[src/rtl/pipe_addsub.sv]
// Pipelined two's-complement adder/subtractor: the carry chain is cut into SEG-bit
// segments with one register stage each, under a single valid/ready handshake.
module pipe_addsub #(
    parameter int WIDTH = 16,
    parameter int SEG   = 4
) (
    input  logic             clk,
    input  logic             rst,
    input  logic             in_valid,
    output logic             in_ready,
    input  logic [WIDTH-1:0] a,
    input  logic [WIDTH-1:0] b,
    input  logic [1:0]       op,
    input  logic             cin,
    output logic             out_valid,
    input  logic             out_ready,
    output logic [WIDTH-1:0] sum,
    output logic             cout,
    output logic             ovf,
    output logic             zero
);

    localparam int STAGES = WIDTH / SEG;

    logic             advance;
    logic [WIDTH-1:0] b_eff;
    logic             c0;
    logic             ovf_q, ovf_d;
    logic             zero_q, zero_d;

    // Handshake: a beat moves on any edge where valid && ready. The whole pipe
    // advances unless the output holds a result the consumer has not taken.
    assign advance  = !out_valid || out_ready;
    assign in_ready = advance;

    assign b_eff = op[0] ? ~b : b;
    assign c0    = op[1] ? cin : op[0];

    genvar k;
    generate
        for (k = 0; k < STAGES; k++) begin : g_stage
            localparam int HI_W = WIDTH - k * SEG;
            localparam int LO_W = (k + 1) * SEG;

            logic [HI_W-1:0] a_in, b_in;
            logic            c_in, v_in;
            logic [SEG:0]    slice;
            logic [LO_W-1:0] r_d, r_q;
            logic            c_q, v_q;

            // Stage k sees the untouched upper operand bits and the finished lower result bits.
            if (k == 0) begin : g_src
                assign a_in = a;
                assign b_in = b_eff;
                assign c_in = c0;
                assign v_in = in_valid;
                assign r_d  = slice[SEG-1:0];
            end else begin : g_src
                assign a_in = g_stage[k-1].g_skew.a_q;
                assign b_in = g_stage[k-1].g_skew.b_q;
                assign c_in = g_stage[k-1].c_q;
                assign v_in = g_stage[k-1].v_q;
                assign r_d  = {slice[SEG-1:0], g_stage[k-1].r_q};
            end

            assign slice = {1'b0, a_in[SEG-1:0]} + {1'b0, b_in[SEG-1:0]} + {{SEG{1'b0}}, c_in};

            // Data only loads with a valid beat, so the output stage holds through bubbles.
            always_ff @(posedge clk or posedge rst) begin
                if (rst) begin
                    r_q <= '0;
                    c_q <= 1'b0;
                    v_q <= 1'b0;
                end else if (advance) begin
                    v_q <= v_in;
                    if (v_in) begin
                        r_q <= r_d;
                        c_q <= slice[SEG];
                    end
                end
            end

            if (k < STAGES - 1) begin : g_skew
                logic [HI_W-SEG-1:0] a_q, b_q;

                always_ff @(posedge clk or posedge rst) begin
                    if (rst) begin
                        a_q <= '0;
                        b_q <= '0;
                    end else if (advance && v_in) begin
                        a_q <= a_in[HI_W-1:SEG];
                        b_q <= b_in[HI_W-1:SEG];
                    end
                end
            end
        end
    endgenerate

    // The last stage still holds the operand MSBs, so overflow is resolved there.
    assign ovf_d  = (g_stage[STAGES-1].a_in[SEG-1] == g_stage[STAGES-1].b_in[SEG-1]) &&
                    (g_stage[STAGES-1].r_d[WIDTH-1] != g_stage[STAGES-1].a_in[SEG-1]);
    assign zero_d = ~|g_stage[STAGES-1].r_d;

    always_ff @(posedge clk or posedge rst) begin
        if (rst) begin
            ovf_q  <= 1'b0;
            zero_q <= 1'b0;
        end else if (advance && g_stage[STAGES-1].v_in) begin
            ovf_q  <= ovf_d;
            zero_q <= zero_d;
        end
    end

    assign out_valid = g_stage[STAGES-1].v_q;
    assign sum       = g_stage[STAGES-1].r_q;
    assign cout      = g_stage[STAGES-1].c_q;
    assign ovf       = ovf_q;
    assign zero      = zero_q;

endmodule
[config.mk]
export PLATFORM = sky130hd
export DESIGN_NAME = pipe_addsub
export DESIGN_NICKNAME = d
export VERILOG_FILES = /design/src/rtl/pipe_addsub.sv
export SDC_FILE = /design/constraint.sdc
export NUM_CORES = 1
export LEC_CHECK = 0
export BUFFER_PORTS_ARGS = -buffer_cell sky130_fd_sc_hd__clkbuf_2
export CAP_MARGIN = 20
export CORE_MARGIN = 5
export CORE_UTILIZATION = 36
export DETAILED_ROUTE_END_ITERATION = 10
export PLACE_DENSITY_LB_ADDON = 0.25
export SLEW_MARGIN = 20
export SYNTH_ARGS = -nofsm -noshare
export SYNTH_HDL_FRONTEND = slang
export SYNTH_SLANG_ARGS = --single-unit
[constraint.sdc]
create_clock -name clk -period 5.1 [get_ports clk]
set_clock_uncertainty 0.05 [all_clocks]
set_input_delay 0.765 -clock clk [delete_from_list [all_inputs] [get_ports clk]]
set_output_delay 0.765 -clock clk [all_outputs]
set_load 0.05 [all_outputs]
==> results of run 1 <==
==> worst max-delay path by stage <==
| stage | from | to | slack (ns) | cells after the start |
|---|---|---|---|---|
| after global placement | op[0] | g_stage[0].c_q | 2.16 | 7 |
| after CTS | op[0] | g_stage[0].c_q | 2.45 | 7 |
| final | op[0] | g_stage[0].c_q | 2.46 | 7 |
| after floorplan | rst | cout | 1.72 | 1 |
| after global routing | op[0] | g_stage[0].c_q | 2.32 | 7 |
| after detailed placement | op[0] | g_stage[0].c_q | 2.10 | 7 |
==> state kept, by name, indices dropped and copies added, names as in the netlist, 3 cells and up <==
register            flops
g_stage.c_q             3
g_stage.g_skew.a_q     24
g_stage.g_skew.b_q     24
g_stage.r_q            24
g_stage.v_q             3
sum                    16
==> routing by layer <==
layer,vias to the layer above,track usage
li1,1218,-
met1,1210,0.1626
met2,49,0.1707
met3,8,0.03040
met4,0,0.04887
met5,-,0
==> per-stage QoR <==
stage	area, µm²	setup slack (ns)	hold slack (ns)	utilization
floorplan	4374	1.723	0.3946	-
global placement	4756	2.158	0.4138	0.3976
detailed placement	4758	2.096	0.4207	0.3978
CTS	5006	2.452	0.4349	0.4185
global route	5006	2.319	0.4693	0.4185
finish	5006	2.463	0.4140	0.4185
==> synthesized netlist by cell type (2+ instances only) <==
cell / n
mux2_4: 8
buf_12: 2
buf_2: 9
a21o_1: 6
nand2_1: 30
o31ai_1: 3
nand2_2: 2
mux2_2: 60
nor2_1: 2
inv_1: 13
dfrtp_1: 98
fa_1: 8
a21oi_1: 8
nor4_1: 3
xor2_1: 9
xnor2_1: 15
clkbuf_1: 2
o21ai_0: 25
ha_1: 12
==> power by group <==
group,switching (mW),total (mW),internal [mW]
Combinational,0.754,1.37,0.619
Clock,0.258,0.591,0.332
Sequential,0.212,1.34,1.13
==> cell type report <==
type,instances,area share
clock buffer,11,0.04849
clock inverter,1,0.0009998
inverter,13,0.01025
multi-input combinational,199,0.3532
sequential,98,0.4899
tap,147,0.03674
timing repair buffer,60,0.06048
==> kinds of logic (layout without fill, tap and decap cells) <==
logic type	count (synthesis)	after routing	synth area share
DFF	98	98	0.5606
muxes	68	68	0.1819
AOI/OAI and AO/OA	45	45	0.05835
and+or+nand+nor	42	42	0.04434
buffers and inverters	27	85	0.03576
xor gates and xnor gates	24	24	0.04806
adders and majority gates	20	20	0.07094
==> results_dict.tcl, run 1 <==
set metrics [dict create \
    rows 40 \
    vias 2485 \
    start_kind "primary input" \
    wl_met2_um 3350 \
    multi_input_area_mm2 0.001768 \
    area_delta_synth_final_pct 14.45 \
    async_flop_share 1.000 \
    crit_buf_inv 1 \
    grt_setup_unrepaired "no" \
    drv_slew 0 \
    crit_required_ns 5.24 \
    cts_setup_buffers 0 \
    p_total_mw 3.300 \
    synth.distinct_cells 28 \
    ir_worst_vdd_mv 0.2012 \
    synth_top_cell_by_area "dfrtp_1" \
    die_w_um 120.2 \
    cts.htree.levels 3 \
    routed_wl_um 7659 \
    ioPinCount 60 \
    via_per_inst 4.698 \
    cts_resized 0 \
    drc 0 \
    final_hold_viol_count 0 \
    cts_buffer_depth 2 \
    layout_common_cells "dfrtp_1 (98), mux2_2 (60), clkbuf_2 (59), nand2_1 (29), o21ai_0 (25)" \
    hold_buffers 0 \
    drive_above_1_share 0.3796 \
    die_area_mm2 0.01446 \
    ys.warnings.count 0 \
    crit_chain "clkbuf_2 > mux2_2 > fa_1 > fa_1 > a21o_1 > a211oi_1 > a21oi_1" \
    grtUsageTotal 0.1160 \
    endpoint_kind "flop" \
    cpMostUsedCell "fa_1" \
    routedWlPerCell_um 14.48 \
    fillers 1099 \
    crit_family "adder cells" \
    cap_violations 0 \
    fin_tns_setup_ns 0 \
    tightest_slew_ns 0.8199 \
    netlist_instances 324 \
    synthFlopType "dfrtp_1" \
    cts_num_sinks 98 \
    grt_start_max_net_pins 57 \
    wl_met3_um 349 \
    yosys_register_bits 98 \
    ff2ff_path_depth 5 \
    numPortBuffers 59 \
    hold_class "primary input to asynchronous set/reset pin" \
    nNetsFinal 440 \
    slew_headroom 0.4515 \
    postRouteAntennaNets 0 \
    critPathKind "primary input to flop" \
    gp_congestion 0.7401 \
    cp_slowest_cell "fa_1" \
    yosysTopAreaCellShare 0.5606 \
    grt-ovfl-total 0 \
    numCtsBuffers 9 \
    drtIter0Drc 115 \
    n_antenna_cell 0 \
    grt_pass1_vias 2673 \
    p_per_area_mw_per_mm2 659.2 \
    syn_nets 383 \
    dr.pass1.iters 4 \
    synth.area.top_cells "dfrtp_1 (56%), mux2_2 (15%), fa_1 (3.7%)" \
    root_buffer "clkbuf_16" \
    finalSetupViolCount 0 \
    cp.arrival_ns 2.77 \
    grt_pass1_wl_um 13250 \
    top_layer "met4" \
    final_common_cell "dfrtp_1" \
    r2r-end "zero" \
    dp_hpwl_um 5602 \
    r2r_slack_ns 2.91 \
    cts_tree "yes" \
    syn_avg_cell_area_um2 13.50 \
    antenna_found_initial 0 \
    dp_cells 517 \
    ys_seq_area_frac 0.5606 \
    clk_latency_ns 0.34 \
    die_y_um 120.2 \
    register_area_mm2 0.002452 \
    status "completed" \
    netlist_area_mm2 0.004374 \
    fin_cells 529 \
    max_stage_delay_ns 0.42 \
    p_leak_nw 2.356 \
    synth_edf_count 0 \
    core-area_mm2 0.01196 \
    r2r-start "g_stage[2].c_q" \
    cp_max_fo 17 \
    period_minus_slack_ns 2.637 \
    wl_met1_um 3826 \
    period_share 0.5171 \
    fmax_mhz 379.2 \
    initial_core_util 0.3657 \
    clk_pin_slew_worst_paths_ns 0.06 \
]
Note: power is estimated with default switching activity, not from simulation.
==> run 2: changes to the inputs <==
==> constraint.sdc (replaced) <==
create_clock -name clk -period 2.5 [get_ports clk]
set_clock_uncertainty 0.05 [all_clocks]
set_input_delay 0.375 -clock clk [delete_from_list [all_inputs] [get_ports clk]]
set_output_delay 0.375 -clock clk [all_outputs]
set_load 0.05 [all_outputs]
==> run 2 against run 1 <==
Effect of this change:
- flip-flop and latch count did not move
- clock power rose by 150%
- largest power group unchanged
- largest cell class unchanged
- first-iteration DRC count fell by 31%
- hold slack got worse by 0.37 ns
- via count fell by 0.16%
- setup slack got worse by 2.0 ns
- global-route usage fell by 0.15 points
- critical endpoint is now zero
- utilization rose by 1.2 points
==> results_dict.tcl, run 2 (synthesis gave the netlist of run 1 again) <==
set metrics [dict create \
    cts.htree.levels 3 \
    routedWlPerCell_um 13.88 \
    via_per_inst 4.603 \
    drive_above_1_share 0.3954 \
    initial_core_util 0.3657 \
    nNetsFinal 446 \
    root_buffer "clkbuf_16" \
    r2r-start "g_stage[2].c_q" \
    area_delta_synth_final_pct 17.79 \
    fmax_mhz 489.8 \
    multi_input_area_mm2 0.001765 \
    grt-ovfl-total 0 \
    drtIter0Drc 79 \
    r2r_slack_ns 0.46 \
    drv_slew 0 \
    grt_pass1_vias 2660 \
    routed_wl_um 7481 \
    numPortBuffers 59 \
    p_total_mw 6.993 \
    fin_tns_setup_ns 0 \
    dp_hpwl_um 5651 \
    grt_pass1_wl_um 13220 \
    crit_required_ns 2.70 \
    switching_share 0.3632 \
    p_per_area_mw_per_mm2 1357 \
    n_antenna_cell 0 \
    p_int_mw 4.453 \
    cap_violations 0 \
    status "completed" \
    tightest_slew_ns 0.6781 \
    pwr-share-seq 0.391 \
    clock_power_share 0.208 \
    dr.pass1.iters 4 \
    critPathKind "flop to flop" \
    combPwrFrac 0.401 \
    cts_setup_buffers 0 \
    p_switching_mw 2.540 \
    cts_num_sinks 98 \
    fillers 1123 \
    slew_headroom 0.5463 \
    hold_buffers 0 \
    crit_start "g_stage[2].c_q" \
    clk_pin_slew_worst_paths_ns 0.06 \
    endpoint_kind "flop" \
    die_y_um 120.2 \
    cts_tree "yes" \
    r2r-end "zero" \
    cp.arrival_ns 2.24 \
    grt_start_max_net_pins 43 \
    gp_congestion 0.7177 \
    numCtsBuffers 9 \
    period_share 0.8166 \
    antenna_found_initial 0 \
    drc 0 \
    hold_class "primary input to asynchronous set/reset pin" \
    vias 2481 \
    cts_buffer_depth 2 \
    die_area_mm2 0.01446 \
    finalSetupViolCount 0 \
    grtUsageTotal 0.1146 \
    period_minus_slack_ns 2.042 \
    cp_max_fo 2 \
    die_w_um 120.2 \
    grt_setup_unrepaired "no" \
    clk_latency_ns 0.34 \
    ir_worst_vdd_mv 0.3567 \
    ff2ff_path_depth 5 \
    start_kind "flop" \
    reg_top3 "g_stage.g_skew.a_q x24, g_stage.g_skew.b_q x24, g_stage.r_q x24" \
    postRouteAntennaNets 0 \
    layout_common_cells "dfrtp_1 (98), mux2_2 (60), clkbuf_2 (59), nand2_1 (30), o21ai_0 (25)" \
    final_common_cell "dfrtp_1" \
    cts_resized 0 \
    core-area_mm2 0.01196 \
    register_area_mm2 0.002452 \
    ioPinCount 60 \
    final_hold_viol_count 0 \
    rows 40 \
    p_leak_nw 2.419 \
]
[run 2: how the worst max path moves through the flow]
| stage | end | slack [ns] | depth (start not counted) |
|---|---|---|---|
| after global routing | zero | 0.28 | 5 |
| after floorplan | g_stage[0].c_q | 0.06 | 8 |
| final | zero | 0.46 | 5 |
| after detailed placement | g_stage[0].c_q | 0.20 | 7 |
| after global placement | g_stage[0].c_q | 0.22 | 7 |
| after CTS | zero | 0.45 | 5 |
[run 2: final cells by class]
class	instances	area share
inverter	13	0.01020
clock inverter	3	0.008742
clock buffer	13	0.05440
tap	147	0.03570
timing repair buffer	66	0.07237
multi-input combinational	199	0.3426
sequential	98	0.4760
[run 2: layer usage]
metal	GRT usage	up-vias	share of wire
li1	-	1228	-
met1	0.1630	1193	0.49
met2	0.1658	47	0.44
met3	0.02947	13	0.050
met4	0.04887	0	0.020
met5	0	-	0
[run 2: worst max-delay path, cell delays in order (launching register included)]
cell     delay (ns)
dfrtp_1        0.40
fa_1           0.48
fa_1           0.47
nor4_1         0.21
nand4_1        0.13
o31ai_1        0.21
[run 2: through the flow]
stage | instance area [µm²] | cells | hold WS [ns] | utilization | worst slack [ns]
after detailed placement | 4827 | 523 | 0.4163 | 0.4036 | 0.2027
after floorplan | 4378 | 324 | 0.3946 | - | 0.05633
after global placement | 4827 | 523 | 0.4091 | 0.4036 | 0.2152
after CTS | 5152 | 539 | 0.05605 | 0.4308 | 0.4502
final | 5152 | 539 | 0.04685 | 0.4308 | 0.4585
after global routing | 5152 | 539 | 0.1003 | 0.4308 | 0.2842
[run 2: power groups by stage]
| stage | Clock, mW | Sequential (mW) | Combinational (mW) |
|---|---|---|---|
| floorplan | 0 | 3.14 | 1.84 |
| global placement | 0 | 2.75 | 2.80 |
| detailed placement | 0 | 2.79 | 2.85 |
| CTS | 1.50 | 2.75 | 2.86 |
| global route | 1.57 | 2.85 | 3.12 |
| finish | 1.45 | 2.73 | 2.81 |
